[src/rtl/prbs_axis_gen.sv]
// prbs_axis_gen: framed PRBS-31 AXI-Stream traffic source with programmable length, gap and frame count
module prbs_axis_gen #(
  parameter int C_DATA_WIDTH = 32,
  parameter int C_LEN_WIDTH  = 16
) (
  input  logic                    s_axi_aclk,
  input  logic                    s_axi_aresetn,
  input  logic                    i_start,
  input  logic                    i_stop,
  input  logic [C_LEN_WIDTH-1:0]  i_frame_len,
  input  logic [C_LEN_WIDTH-1:0]  i_num_frames,
  input  logic [7:0]              i_gap,
  input  logic                    i_seed_load,
  input  logic [30:0]             i_seed,
  input  logic                    m_axis_tready,
  output logic                    m_axis_tvalid,
  output logic [C_DATA_WIDTH-1:0] m_axis_tdata,
  output logic                    m_axis_tlast,
  output logic                    m_axis_sof,
  output logic                    o_busy,
  output logic [C_LEN_WIDTH-1:0]  o_frame_cnt
);
  typedef enum logic [1:0] {IDLE, RUN, GAP} state_e;
  localparam logic [30:0] LFSR_ONES = '1;
  state_e                   state_q, state_d;
  logic [30:0]              lfsr_q, lfsr_d;
  logic [C_LEN_WIDTH-1:0]   len_q, len_d, num_q, num_d, word_cnt_q, word_cnt_d, frame_cnt_q, frame_cnt_d;
  logic [C_LEN_WIDTH-1:0]   cnt_inc;
  logic [7:0]               gap_q, gap_d, gap_cnt_q, gap_cnt_d;
  logic                     stop_q, stop_d;
  logic [30:0]              s;
  logic                     nb;
  logic [C_DATA_WIDTH-1:0]  word;
  logic                     valid, hs, last, stop_pend;
  // Unroll 32 LFSR steps; first generated bit lands in the MSB, so the low 31 bits are the next state
  always_comb begin
    s    = lfsr_q;
    nb   = 1'b0;
    word = '0;
    for (int k = 0; k < C_DATA_WIDTH; k++) begin
      nb = s[30] ^ s[27];
      word[C_DATA_WIDTH-1-k] = nb;
      s = {s[29:0], nb};
    end
  end
  assign valid     = state_q == RUN;
  assign hs        = valid & m_axis_tready;
  assign last      = word_cnt_q == len_q - C_LEN_WIDTH'(1);
  assign stop_pend = stop_q | i_stop;
  assign cnt_inc   = &frame_cnt_q ? frame_cnt_q : frame_cnt_q + C_LEN_WIDTH'(1);
  assign m_axis_tvalid = valid;
  assign m_axis_tdata  = valid ? word : '0;
  assign m_axis_sof    = valid & (word_cnt_q == '0);
  assign m_axis_tlast  = valid & last;
  assign o_busy        = state_q != IDLE;
  assign o_frame_cnt   = frame_cnt_q;
  // Frame sequencing: start/stop, word and gap counting, LFSR advance on handshake
  always_comb begin
    state_d     = state_q;
    lfsr_d      = lfsr_q;
    len_d       = len_q;
    num_d       = num_q;
    gap_d       = gap_q;
    word_cnt_d  = word_cnt_q;
    gap_cnt_d   = gap_cnt_q;
    frame_cnt_d = frame_cnt_q;
    stop_d      = stop_q;
    case (state_q)
      IDLE: begin
        if (i_seed_load) lfsr_d = (i_seed == '0) ? LFSR_ONES : i_seed;
        if (i_start && i_frame_len != '0) begin
          len_d       = i_frame_len;
          num_d       = i_num_frames;
          gap_d       = i_gap;
          word_cnt_d  = '0;
          frame_cnt_d = '0;
          stop_d      = i_stop;
          state_d     = RUN;
        end
      end
      RUN: begin
        stop_d = stop_pend;
        if (hs) begin
          lfsr_d     = word[30:0];
          word_cnt_d = last ? '0 : word_cnt_q + C_LEN_WIDTH'(1);
          if (last) begin
            frame_cnt_d = cnt_inc;
            if (stop_pend || (num_q != '0 && cnt_inc == num_q)) begin
              state_d = IDLE;
              stop_d  = 1'b0;
            end else if (gap_q != '0) begin
              state_d   = GAP;
              gap_cnt_d = gap_q;
            end
          end
        end
      end
      GAP: begin
        stop_d    = stop_pend;
        gap_cnt_d = gap_cnt_q - 8'd1;
        if (stop_pend) begin
          state_d = IDLE;
          stop_d  = 1'b0;
        end else if (gap_cnt_q == 8'd1) state_d = RUN;
      end
      default: state_d = IDLE;
    endcase
  end
  // State and datapath registers
  always_ff @(posedge s_axi_aclk or negedge s_axi_aresetn) begin
    if (!s_axi_aresetn) begin
      state_q     <= IDLE;
      lfsr_q      <= LFSR_ONES;
      len_q       <= '0;
      num_q       <= '0;
      gap_q       <= '0;
      word_cnt_q  <= '0;
      gap_cnt_q   <= '0;
      frame_cnt_q <= '0;
      stop_q      <= 1'b0;
    end else begin
      state_q     <= state_d;
      lfsr_q      <= lfsr_d;
      len_q       <= len_d;
      num_q       <= num_d;
      gap_q       <= gap_d;
      word_cnt_q  <= word_cnt_d;
      gap_cnt_q   <= gap_cnt_d;
      frame_cnt_q <= frame_cnt_d;
      stop_q      <= stop_d;
    end
  end
endmodule
[config.mk]
export PLATFORM = sky130hd
export DESIGN_NAME = prbs_axis_gen
export DESIGN_NICKNAME = d
export VERILOG_FILES = /design/src/rtl/prbs_axis_gen.sv
export SDC_FILE = /design/constraint.sdc
export NUM_CORES = 1
export LEC_CHECK = 0
export CORE_ASPECT_RATIO = 0.9
export CORE_MARGIN = 2
export CORE_UTILIZATION = 46
export DETAILED_ROUTE_END_ITERATION = 10
export PLACE_DENSITY = 0.73
export SYNTH_ARGS = -nofsm -noshare
export SYNTH_HDL_FRONTEND = slang
export SYNTH_SLANG_ARGS = --single-unit
[constraint.sdc]
create_clock -name s_axi_aclk -period 3.2 [get_ports s_axi_aclk]
set_input_delay 0.48 -clock s_axi_aclk [delete_from_list [all_inputs] [get_ports s_axi_aclk]]
set_output_delay 0.48 -clock s_axi_aclk [all_outputs]
set_load 0.02 [all_outputs]
## Word level (Yosys, flattened, before mapping)

Index checks and enable logic that the tools add are counted.

- Output and inout port bits: 52
- Input bits: 77
- Word-level logic and storage cells: 114
- Bits in registers: 114

- Bitwise operators: 36
- Muxes and demuxes: 31
- Add/sub/neg operators: 4
- Reductions and logical operators: 21
- Eq/ne operators: 13

Operators by type and width:

| operator | number |
|---|---|
| $mux 16 | 6 |
| $mux 31 | 3 |
| $pmux 16 s2 | 2 |
| $pmux 31 s2 | 1 |
| $add 16x1->16 const B | 2 |
| $eq 16x16->1 | 2 |
| $mux 32 | 1 |
| $mux 8 | 4 |
| $reduce_bool 16->1 | 2 |
| $xor 1x1->1 | 32 |
| $logic_not 31->1 | 1 |
| $logic_not 16->1 | 1 |
| $pmux 8 s2 | 1 |
| $reduce_and 16->1 | 1 |
| $sub 16x1->16 const B | 1 |
| $mux 2 | 7 |
| $reduce_and 5->1 | 2 |
| $eq 8x1->1 const B | 1 |
| $reduce_bool 8->1 | 1 |
| $sub 8x1->8 const B | 1 |
| $ne 2x1->1 const B | 3 |
| $ne 2x2->1 const B | 3 |
| $pmux 2 s3 | 1 |
| $reduce_and 3->1 | 2 |
| other kinds (15) | 24 |

## Longest topological paths before layout

Gate-level depths: netlist (run 1).

- Word-level depth: 9
- Depth in mapped cells: 13
- Mapped depth without buffers: 11

## Worst setup path after synthesis (run 1)

OpenSTA, ideal clock, no wires.

- Path type: register to register
- Start: register frame_cnt_q[0], in the netlist o_frame_cnt[0]
- End: register state_q[0]
- Buffers on the path: 2
- Path slack: 0.170 ns
- Clock period less this slack: 3.030 ns
- Cell stages (with the launch flop): 12
- Data required time: 3.075 ns
- Arrival time: 2.905 ns
- Setup time: 0.125 ns
- Cells stage by stage: dfrtp_1 -> ha_1 -> buf_2 -> and3_1 -> buf_2 -> nand4_2 -> and3_1 -> a211o_1 -> nor4_1 -> a41oi_1 -> a311o_1 -> mux2_4

- Longest elaborated chain between the ends: 9
- Elaborated cells between the ends (all ways): 12
- Those cells by class: add/sub (1); eq/ne (2); mux (5); reduce/logical (4)

RTL lines:

| element | line | source |
|---|---|---|
| from (decl) | 27 | `logic [C_LEN_WIDTH-1:0] len_q, len_d, num_q, num_d, word_cnt_q, word_cnt_d, frame_cnt_q, frame_cnt_d;` |
| from (signal assigned) | 129 | `frame_cnt_q <= frame_cnt_d;` |
| $add 16x1->16 / $reduce_and 16->1 (equally long branches) | 50 | `assign cnt_inc = &frame_cnt_q ? frame_cnt_q : frame_cnt_q + C_LEN_WIDTH'(1);` |
| $mux 16 (*) | 50 |  |
| $eq 16x16->1 (*) | 88 | `if (stop_pend \|\| (num_q != '0 && cnt_inc == num_q)) begin` |
| $logic_and 1x1->1 (*) | 88 |  |
| $logic_or 1x1->1 (*) | 88 |  |
| $mux 2 | 88 |  |
| $mux 2 | 86 | `if (last) begin` |
| $mux 2 | 83 | `if (hs) begin` |
| $pmux 2 s3 | 68 | `case (state_q)` |
| to (signal assigned) | 122 | `state_q <= state_d;` |
| to (decl) | 25 | `state_e state_q, state_d;` |

Mark *: on every way between the ends. The rest lies on a longest branch, timed or not. The select of a mux whose other input is x is not followed.
A chain may end at the register's enable or synchronous reset.

## Worst setup path in the final report (run 1)

- Start: register len_q[2]
- End: output m_axis_tlast

- Longest elaborated chain between the ends: 3

RTL lines:

| element | line | source |
|---|---|---|
| from (decl) | 27 |  |
| from (signal assigned) | 124 | `len_q <= len_d;` |
| $sub 16x1->16 | 48 | `assign last = word_cnt_q == len_q - C_LEN_WIDTH'(1);` |
| $eq 16x16->1 | 48 |  |
| $and 1x1->1 | 54 | `assign m_axis_tlast = valid & last;` |
| to (decl) | 18 | `output logic m_axis_tlast,` |

No other way between the ends.

==> results of run 1 <==
[worst min path at each step]
stage,endpoint,start,cells past startpoint
2_1_floorplan,gap_cnt_q[0],s_axi_aresetn,0
3_3_place_gp,lfsr_q[29],lfsr_q[29],2
3_5_place_dp,lfsr_q[29],lfsr_q[29],2
4_1_cts,word_cnt_q[14],s_axi_aresetn,1
5_1_grt,word_cnt_q[13],s_axi_aresetn,1
6_report,word_cnt_q[13],s_axi_aresetn,1
[state kept, by name, indices dropped and copies added, names as in the netlist]
name and cells:
num_q 16, gap_q 8, o_frame_cnt 16, word_cnt_q 16, state_q 2, stop_q 1, len_q 16, gap_cnt_q 8
lfsr_q 31
[per-stage QoR]
stage / total power, W / instances / area [µm²] / setup WS [ps]
detailed placement: 0.008362 / 1153 / 9230 / -140.7
global placement: 0.008242 / 1153 / 9230 / -67.25
floorplan: 0.006370 / 816 / 7438 / 169.7
finish: 0.01059 / 1186 / 9975 / -17.77
global route: 0.01131 / 1186 / 9975 / -104.0
CTS: 0.01058 / 1186 / 9927 / -41.39
[critical path: cells and delay by family (launching register included)]
kind	cells	cell delay, ps
simple gates	6	1470
flops	1	400
compound gates	1	340
buf+inv	1	110
[per-layer routing]
layer / GRT usage (%) / up-vias / wire (µm)
met5: 0 / - / 0
met4: 7.143 / 0 / 361
met3: 5.652 / 29 / 1106
met2: 38.88 / 222 / 9610
met1: 33.61 / 3342 / 9443
li1: - / 3280 / -
[timing repair]
action / 4_1_cts / 5_1_grt
endpoints found under the setup margin: 7 / 15
buffers inserted: 1 / 0
resized for setup: 10 / 13
hold buffers: 0 / 0
endpoints found under the hold margin: 0 / 0
pin swaps: 2 / 2
[cell usage after synthesis, types with 3 or more instances]
| cell | number |
|---|---|
| a211oi_1 | 4 |
| a21o_1 | 5 |
| a21oi_1 | 30 |
| a31oi_1 | 9 |
| a41oi_1 | 3 |
| and2_1 | 35 |
| and3_1 | 10 |
| and4_1 | 10 |
| buf_1 | 3 |
| buf_2 | 15 |
| buf_4 | 3 |
| clkbuf_1 | 34 |
| dfrtp_1 | 83 |
| dfstp_2 | 31 |
| ha_1 | 10 |
| inv_1 | 22 |
| mux2_2 | 40 |
| mux2i_1 | 6 |
| nand2_1 | 71 |
| nand3_1 | 20 |
| nand3b_1 | 5 |
| nand4_1 | 19 |
| nand4_2 | 3 |
| nor2_1 | 51 |
| nor3_1 | 10 |
| nor3b_1 | 4 |
| nor4_1 | 28 |
| o21ai_0 | 55 |
| o21ai_1 | 10 |
| o22ai_1 | 34 |
| o311ai_0 | 3 |
| o41ai_1 | 4 |
| or2_2 | 5 |
| or3_1 | 5 |
| or4_1 | 5 |
| xnor2_1 | 28 |
| xor2_1 | 48 |
[report_power, final]
group	leakage, nW	switching, W	internal [W]	total [W]
registers	1.37	0.000660	0.00220	0.00286
logic	2.39	0.00302	0.00260	0.00561
clock network	0.313	0.000691	0.00142	0.00211
[cells by family after synthesis]
| family | after synthesis | share of synthesized area, % |
|---|---|---|
| AOI/OAI and AO/OA | 188 | 16.15 |
| xor gates and xnor gates | 76 | 8.949 |
| adders and majority gates | 10 | 1.682 |
| buffers and inverters | 80 | 4.659 |
| DFF | 114 | 38.87 |
| muxes | 48 | 7.216 |
| and+or+nand+nor | 300 | 22.47 |
[area by class of cell]
type,count,area (µm²)
clock buffers,19,452.9
clock inverters,13,207.7
fillers,1394,5991
inverters,22,82.58
multi-input cells,622,4293
flip-flops and latches,114,2892
well taps,207,259.0
repair buffers,189,1788
==> results.json, run 1 <==
{
  "cp.arrival_ps": 2740,
  "startpoint": "len_q[2]",
  "rr_startpoint": "len_q[2]",
  "pin_count": 129,
  "fmax_ghz": 0.3108,
  "drive_gt1_share_pct": 20.94,
  "dr.pass1.iters": 5,
  "grt_setup_unrepaired": "true",
  "portBuffers": 128,
  "wire_per_inst_um": 17.30,
  "leakagePower_nw": 4.071,
  "die_y_um": 124.6,
  "finClkSkew_ps": 8.982,
  "fin_ws_ps": -17.77,
  "antenna_found_initial": 0,
  "grt_max_degree": 64,
  "run_status": "complete, but fails checks",
  "synth_area_um2": 7438,
  "worstPathMaxFanout": 4,
  "final_cell_mix": "clkdlybuf4s50_1, dfrtp_1, nand2_1",
  "seq_area_frac_synth_pct": 38.87,
  "first_global_vias": 6799,
  "cp_slowest_cell": "dfrtp_1",
  "tightest_slew_ps": 1125,
  "route.detailed.drc": 0,
  "cts_root_buffer": "clkbuf_16",
  "syn-num-nets": 903,
  "grt.total_usage_pct": 24.49,
  "core_area_um2": 15970,
  "detail-route-antenna-nets": 0,
  "route.vias.total": 6873,
  "dp_hpwl_um": 15020,
  "synthFlopType": "dfrtp_1",
  "peakVddDrop_v": 0.0006603,
  "r2r_slack_ps": 160,
  "relSlewSlack_pct": 24.80,
  "reg2reg_depth": 10,
  "hp-class": "in -> async",
  "crit_path_start_kind": "flip-flop",
  "post-route-period-util_pct": 100.6,
  "numCtsBuffers": 17,
  "tritoncts": "built",
  "cp.required_ps": 2720,
  "die_area_um2": 17200,
  "violations": "negative setup slack",
  "synth_seq_cells": 114,
  "layout_commonest_cell": "clkdlybuf4s50_1",
  "fin_nets": 1053,
  "hold_viol_final": 0,
  "cts_buffer_depth": 2,
  "drtIter0Drc": 483,
  "die_x_um": 138.0,
  "final_util_pct": 62.48,
  "critical_path_class": "reg -> out",
  "powerDensity_nw_per_um2": 1061,
  "drv_slew": 0,
  "yosys.area.top_type_share_pct": 27.92,
  "area_delta_synth_final_pct": 34.10,
  "clkLatencyLatePin_ps": 420,
  "htree_levels": 4,
  "clk_pin_slew_ps": 50,
  "synth_edf_count": 0,
  "fin_crit_ps": 3218,
  "synth_warnings": 0,
  "timing.rr.end": "state_q[0]",
  "cp_slowest_stage_delay_ps": 400,
  "synth_cell_type_count": 82,
  "ys_async_sr_fraction_pct": 100.0,
  "cts_sinks": 114,
  "start_util_pct": 46.59,
  "grt_pass1_wl_um": 34460,
  "end_kind": "output port",
  "yosysTopAreaCell": "dfrtp_1",
  "gp_congestion": 0.8837,
  "viasPerCell": 5.795,
  "hold_slack_ps": 107.7,
  "num_rows": 44,
  "syn_area_per_cell_um2": 9.116,
  "routed_wl_um": 20520,
  "final-setup-viol-count": 1,
  "synth_area_leaders": "dfrtp_1, dfstp_2, mux2_2, xor2_1, o21ai_0",
  "finalSetupTns_ps": -17.77,
  "cp-endpoint": "m_axis_tlast",
  "cap_violations": 0,
  "syn_inst": 816,
  "crit_chain": "or3_4, or3_4, a2111oi_4, nand2_1, nor3_2, and4_4, and2_4, buf_6",
  "n_antenna_cell": 0,
  "crit_top_cell": "or3_4",
  "grt_overflow": 0
}
Power figures use the tool's default switching activity.
==> run 2, diff against run 1 <==
- CORE_UTILIZATION: 46 -> 54
- PLACE_DENSITY: 0.73 -> 0.83
==> run 2 against run 1 <==
Net effect:
- clock skew is 1.5 ps lower
- utilization grew 11 points
- critical endpoint unchanged
- flip-flop and latch count stayed put
- first-iteration DRC count grew 41%
- fmax is 0.91% lower
- global-route usage increased by 6.0 points
- die area down 14%
- combinational power grew 2%
- sequential power about the same
- the flow still finishes with violations (negative setup slack)
==> results.json, run 2 (same netlist as run 1, synthesis figures left out) <==
{
  "run_status": "complete, but fails checks",
  "violations": "negative setup slack",
  "post-route-period-util_pct": 101.5,
  "numCtsBuffers": 17,
  "num_rows": 40,
  "cts_root_buffer": "clkbuf_16",
  "hp-class": "in -> async",
  "start_util_pct": 55.46,
  "routed_wl_um": 21990,
  "fmax_ghz": 0.3079,
  "end_kind": "output port",
  "layout_commonest_cell": "clkdlybuf4s50_1",
  "die_y_um": 115.3,
  "swShare_pct": 42.14,
  "drtIter0Drc": 683,
  "cts_setup_buffers": 0,
  "peakVddDrop_v": 0.0007216,
  "fin_nets": 1061,
  "n_antenna_cell": 0,
  "area_delta_synth_final_pct": 32.80,
  "drv_slew": 0,
  "relSlewSlack_pct": 24.08,
  "n_fill_cell": 945,
  "cts_buffer_depth": 2,
  "route.vias.total": 7090,
  "p_switching_w": 0.004427,
  "cp.arrival_ps": 2770,
  "dp_cells": 1123,
  "crit_path_start_kind": "flip-flop",
  "die_x_um": 127.7,
  "top_register": "lfsr_q",
  "pin_count": 129,
  "grt_overflow": 0,
  "cp.required_ps": 2720,
  "fin_ws_ps": -47.31,
  "finalSetupTns_ps": -47.31,
  "antenna_found_initial": 0,
  "htree_levels": 4,
  "largest_register_ff_count": 31,
  "seq_power_share_pct": 27.5,
  "route.detailed.drc": 0,
  "fin_cells": 1155,
  "hold_viol_final": 0,
  "viasPerCell": 6.139,
  "detail-route-antenna-nets": 0,
  "die_area_um2": 14730,
  "internal_power_w": 0.006078,
  "holdBufCountCts": 0,
  "worstPathMaxFanout": 4,
  "tritoncts": "built",
  "wire_per_inst_um": 19.04,
  "fin_crit_ps": 3247,
  "first_global_vias": 6928,
  "cap_violations": 0,
  "finClkSkew_ps": 7.482,
  "powerDensity_nw_per_um2": 1063,
  "dp_hpwl_um": 15190,
  "final-setup-viol-count": 1,
  "critical_path_class": "reg -> out",
  "drive_gt1_share_pct": 21.07,
  "dr.pass1.iters": 6,
  "gp_congestion": 0.9138,
  "clkLatencyLatePin_ps": 420,
  "grt_pass1_wl_um": 35370,
  "grt.total_usage_pct": 30.52,
  "power_frac_comb_pct": 54.3,
  "dp_slack_ps": -99.78,
  "tightest_slew_ps": 1136,
  "grt_setup_unrepaired": "true",
  "portBuffers": 128,
  "hold_slack_ps": 161.9,
  "leakagePower_nw": 4.090,
  "clk_pin_slew_ps": 50,
  "clkPwrFrac_pct": 18.2,
  "final_util_pct": 73.65,
  "cts_sinks": 114,
  "final_cell_mix": "clkdlybuf4s50_1, dfrtp_1, nand2_1",
  "core_area_um2": 13410,
  "grt_max_degree": 65
}
## run 2: repair_timing
| action | in CTS | in global routing |
|---|---|---|
| pin swaps | 6 | 1 |
| endpoints found under the setup margin | 3 | 18 |
| gates resized for setup | 8 | 11 |
## run 2: power groups by stage
stage	combinational [W]	sequential [W]	clock (W)
6_report	0.00570	0.00289	0.00191
5_1_grt	0.00616	0.00297	0.00199
4_1_cts	0.00561	0.00287	0.00193
3_5_place_dp	0.00552	0.00287	0
3_3_place_gp	0.00540	0.00284	0
2_1_floorplan	0.00369	0.00268	0
## run 2: layout make-up
| class | instances | area, µm² | area share, % |
|---|---|---|---|
| clock buffers | 29 | 563.0 | 5.700 |
| clock inverters | 3 | 40.04 | 0.4053 |
| inverters | 22 | 82.58 | 0.8360 |
| multi-input cells | 622 | 4264 | 43.17 |
| flip-flops and latches | 114 | 2892 | 29.27 |
| well taps | 168 | 210.2 | 2.128 |
| repair buffers | 197 | 1827 | 18.49 |
## run 2: layer usage
layer  vias up  global-route usage, %  wire, µm
met3        66                  6.701      1474
met2       332                  48.09     10410
li1       3290                      -         -
met4         0                  13.04       651
met1      3402                  40.99      9456
met5         -                      0         0
## run 2: critical path, cell delays in order (launching register included)
cell       delay (ps)
dfrtp_1           410
or3_4             420
or3_4             390
a2111oi_4         340
nand2_1           110
nor3_2            200
and4_4            230
and2_4            140
buf_6             110
## run 2: through the flow
stage,power [W],area [µm²]
global route,0.01112,9878
finish,0.01050,9878
detailed placement,0.008383,9224
floorplan,0.006370,7438
global placement,0.008240,9224
CTS,0.01041,9834
## run 2: path summary, 6_finish.rpt
path	cells after the start	start	end	slack, ps
min in group s_axi_aclk	2	lfsr_q[28]	lfsr_q[28]	490
worst min-delay path	1	s_axi_aresetn	gap_cnt_q[5]	160
worst max-delay path	8	len_q[3]	m_axis_tlast	-50
worst min register to register	2	lfsr_q[28]	lfsr_q[28]	490
max in group asynchronous	2	s_axi_aresetn	o_frame_cnt[10]	2270
worst max register to register	10	len_q[3]	state_q[0]	70
==> run 3, diff against run 2 <==
- SETUP_SLACK_MARGIN: unset -> 0.2
==> run 3 against run 2 <==
Net effect:
- the run now ends clean
- flip-flop and latch count unchanged
- hold slack got worse by 54 ps
- die area is the same
- largest power group unchanged
==> results.json, run 3 (same netlist as run 1, synthesis figures left out) <==
{
  "run_status": "complete, no violations",
  "core_area_um2": 13410,
  "htree_levels": 4,
  "drtIter0Drc": 508,
  "cp_slowest_stage_delay_ps": 550,
  "num_rows": 40,
  "viasPerCell": 6.160,
  "powerDensity_nw_per_um2": 1087,
  "power_frac_comb_pct": 55.2,
  "post-route-period-util_pct": 98.98,
  "multiInputGateArea_um2": 4428,
  "cp_slowest_cell": "or4_4",
  "seq_power_share_pct": 26.1,
  "internal_power_w": 0.006457,
  "gp_congestion": 0.9449,
  "final-setup-viol-count": 0,
  "hold_viol_final": 0,
  "clkLatencyLatePin_ps": 420,
  "crit_chain": "or4_4, buf_6, or4_1, nand3_1, a21o_1, and4_4, and2_4, buf_6",
  "hold_slack_ps": 107.8,
  "top_register": "lfsr_q",
  "finClkSkew_ps": 8.149,
  "pin_count": 129,
  "dr.pass1.iters": 7,
  "finalSetupTns_ps": 0,
  "seq_area_um2": 2897,
  "portBuffers": 128,
  "fmax_ghz": 0.3157,
  "die_x_um": 127.7,
  "route.vias.total": 7170,
  "worstPathMaxFanout": 10,
  "clkPwrFrac_pct": 18.7,
  "tightest_slew_ps": 1160,
  "area_delta_synth_final_pct": 37.44,
  "clk_pin_slew_ps": 50,
  "antenna_found_initial": 0,
  "grt_max_degree": 63,
  "die_y_um": 115.3,
  "holdBufCountCts": 0,
  "leakagePower_nw": 4.194,
  "grt_overflow": 0,
  "n_antenna_cell": 0,
  "final_cell_mix": "clkdlybuf4s50_1, dfrtp_1, nand2_1",
  "end_kind": "output port",
  "grt_setup_unrepaired": "true",
  "die_area_um2": 14730,
  "largest_register_ff_count": 31,
  "n_fill_cell": 905,
  "peakVddDrop_v": 0.0008358,
  "drive_gt1_share_pct": 24.50,
  "cp.arrival_ps": 2690,
  "fin_ws_ps": 32.68,
  "p_switching_w": 0.004653,
  "numCtsBuffers": 17,
  "swShare_pct": 41.88,
  "dp_slack_ps": -82.58,
  "drv_slew": 0,
  "detail-route-antenna-nets": 0,
  "cts_root_buffer": "clkbuf_16",
  "relSlewSlack_pct": 22.48,
  "fin_nets": 1070,
  "critical_path_class": "reg -> out",
  "routed_wl_um": 22450,
  "cap_violations": 0,
  "crit_path_start_kind": "flip-flop",
  "first_global_vias": 6906,
  "grt.total_usage_pct": 30.30,
  "tritoncts": "built",
  "cts_buffer_depth": 2,
  "wire_per_inst_um": 19.29,
  "cts_sinks": 114,
  "dp_hpwl_um": 15390,
  "crit_top_cell": "buf_6",
  "route.detailed.drc": 0,
  "hp-class": "in -> async",
  "grt_pass1_wl_um": 35130,
  "cp.required_ps": 2720,
  "fin_crit_ps": 3167,
  "layout_commonest_cell": "clkdlybuf4s50_1",
  "start_util_pct": 55.46
}
## run 3: cell types whose count changed in the layout (fill, tap and decap cells not counted), moves of 4 or more
cell,delta
o21ai_2,+4
dfrtp_2,+4
buf_6,+4
dfrtp_1,-4
## run 3: what timing repair did
| action | CTS | global route |
|---|---|---|
| resized for setup | 14 | 46 |
| gates cloned | 0 | 4 |
| endpoints found under the setup margin | 18 | 60 |
| buffers inserted | 2 | 2 |
| pin swaps | 8 | 15 |
## run 3: final timing paths
| path | start | to | slack (ps) | cells after the start |
|---|---|---|---|---|
| max | len_q[2] | m_axis_tlast | 30 | 8 |
| min | s_axi_aresetn | word_cnt_q[11] | 110 | 1 |
| max reg2reg | len_q[4] | gap_cnt_q[2] | 230 | 11 |
| min reg2reg | lfsr_q[3] | lfsr_q[3] | 500 | 2 |
| max in group asynchronous | s_axi_aresetn | lfsr_q[8] | 2250 | 2 |
| min in group s_axi_aclk | lfsr_q[3] | lfsr_q[3] | 500 | 2 |
## run 3: per-layer routing
metal  global-route usage (%)  up-vias  part of all wire (%)
li1                         -     3317                     -
met1                    40.38     3445                    42
met2                    47.81      346                    47
met3                    7.399       62                   7.7
met4                    12.53        0                   3.1
met5                        0        -                     0
## run 3: cell type report
class,count,area share [%]
multi-input combinational,622,43.31
clock buffer,24,4.908
inverter,22,0.8077
tap,168,2.056
sequential,114,28.33
timing repair buffer,206,19.14
clock inverter,8,1.444
## run 3: power groups by stage
stage	Sequential, W	Combinational (W)	Clock, W
after floorplan	0.00268	0.00369	0
after global placement	0.00284	0.00543	0
after detailed placement	0.00287	0.00555	0
after CTS	0.00286	0.00570	0.00209
after global routing	0.00297	0.00662	0.00216
final	0.00290	0.00613	0.00207
## run 3: critical path: cells and delay by family (launching register included)
family                 cells  cell delay (ps)
and+or+nand+nor            5             1500
AOI/OAI and AO/OA          1              100
DFF                        1              400
buffers and inverters      2              270
## run 3: stage by stage
step	utilization, %	area [µm²]	instances	power, W
floorplan	-	7441	816	0.006370
global placement	68.94	9246	1124	0.008269
detailed placement	68.94	9246	1124	0.008419
CTS	74.08	9936	1158	0.01065
global route	76.22	10220	1164	0.01175
finish	76.22	10220	1164	0.01111
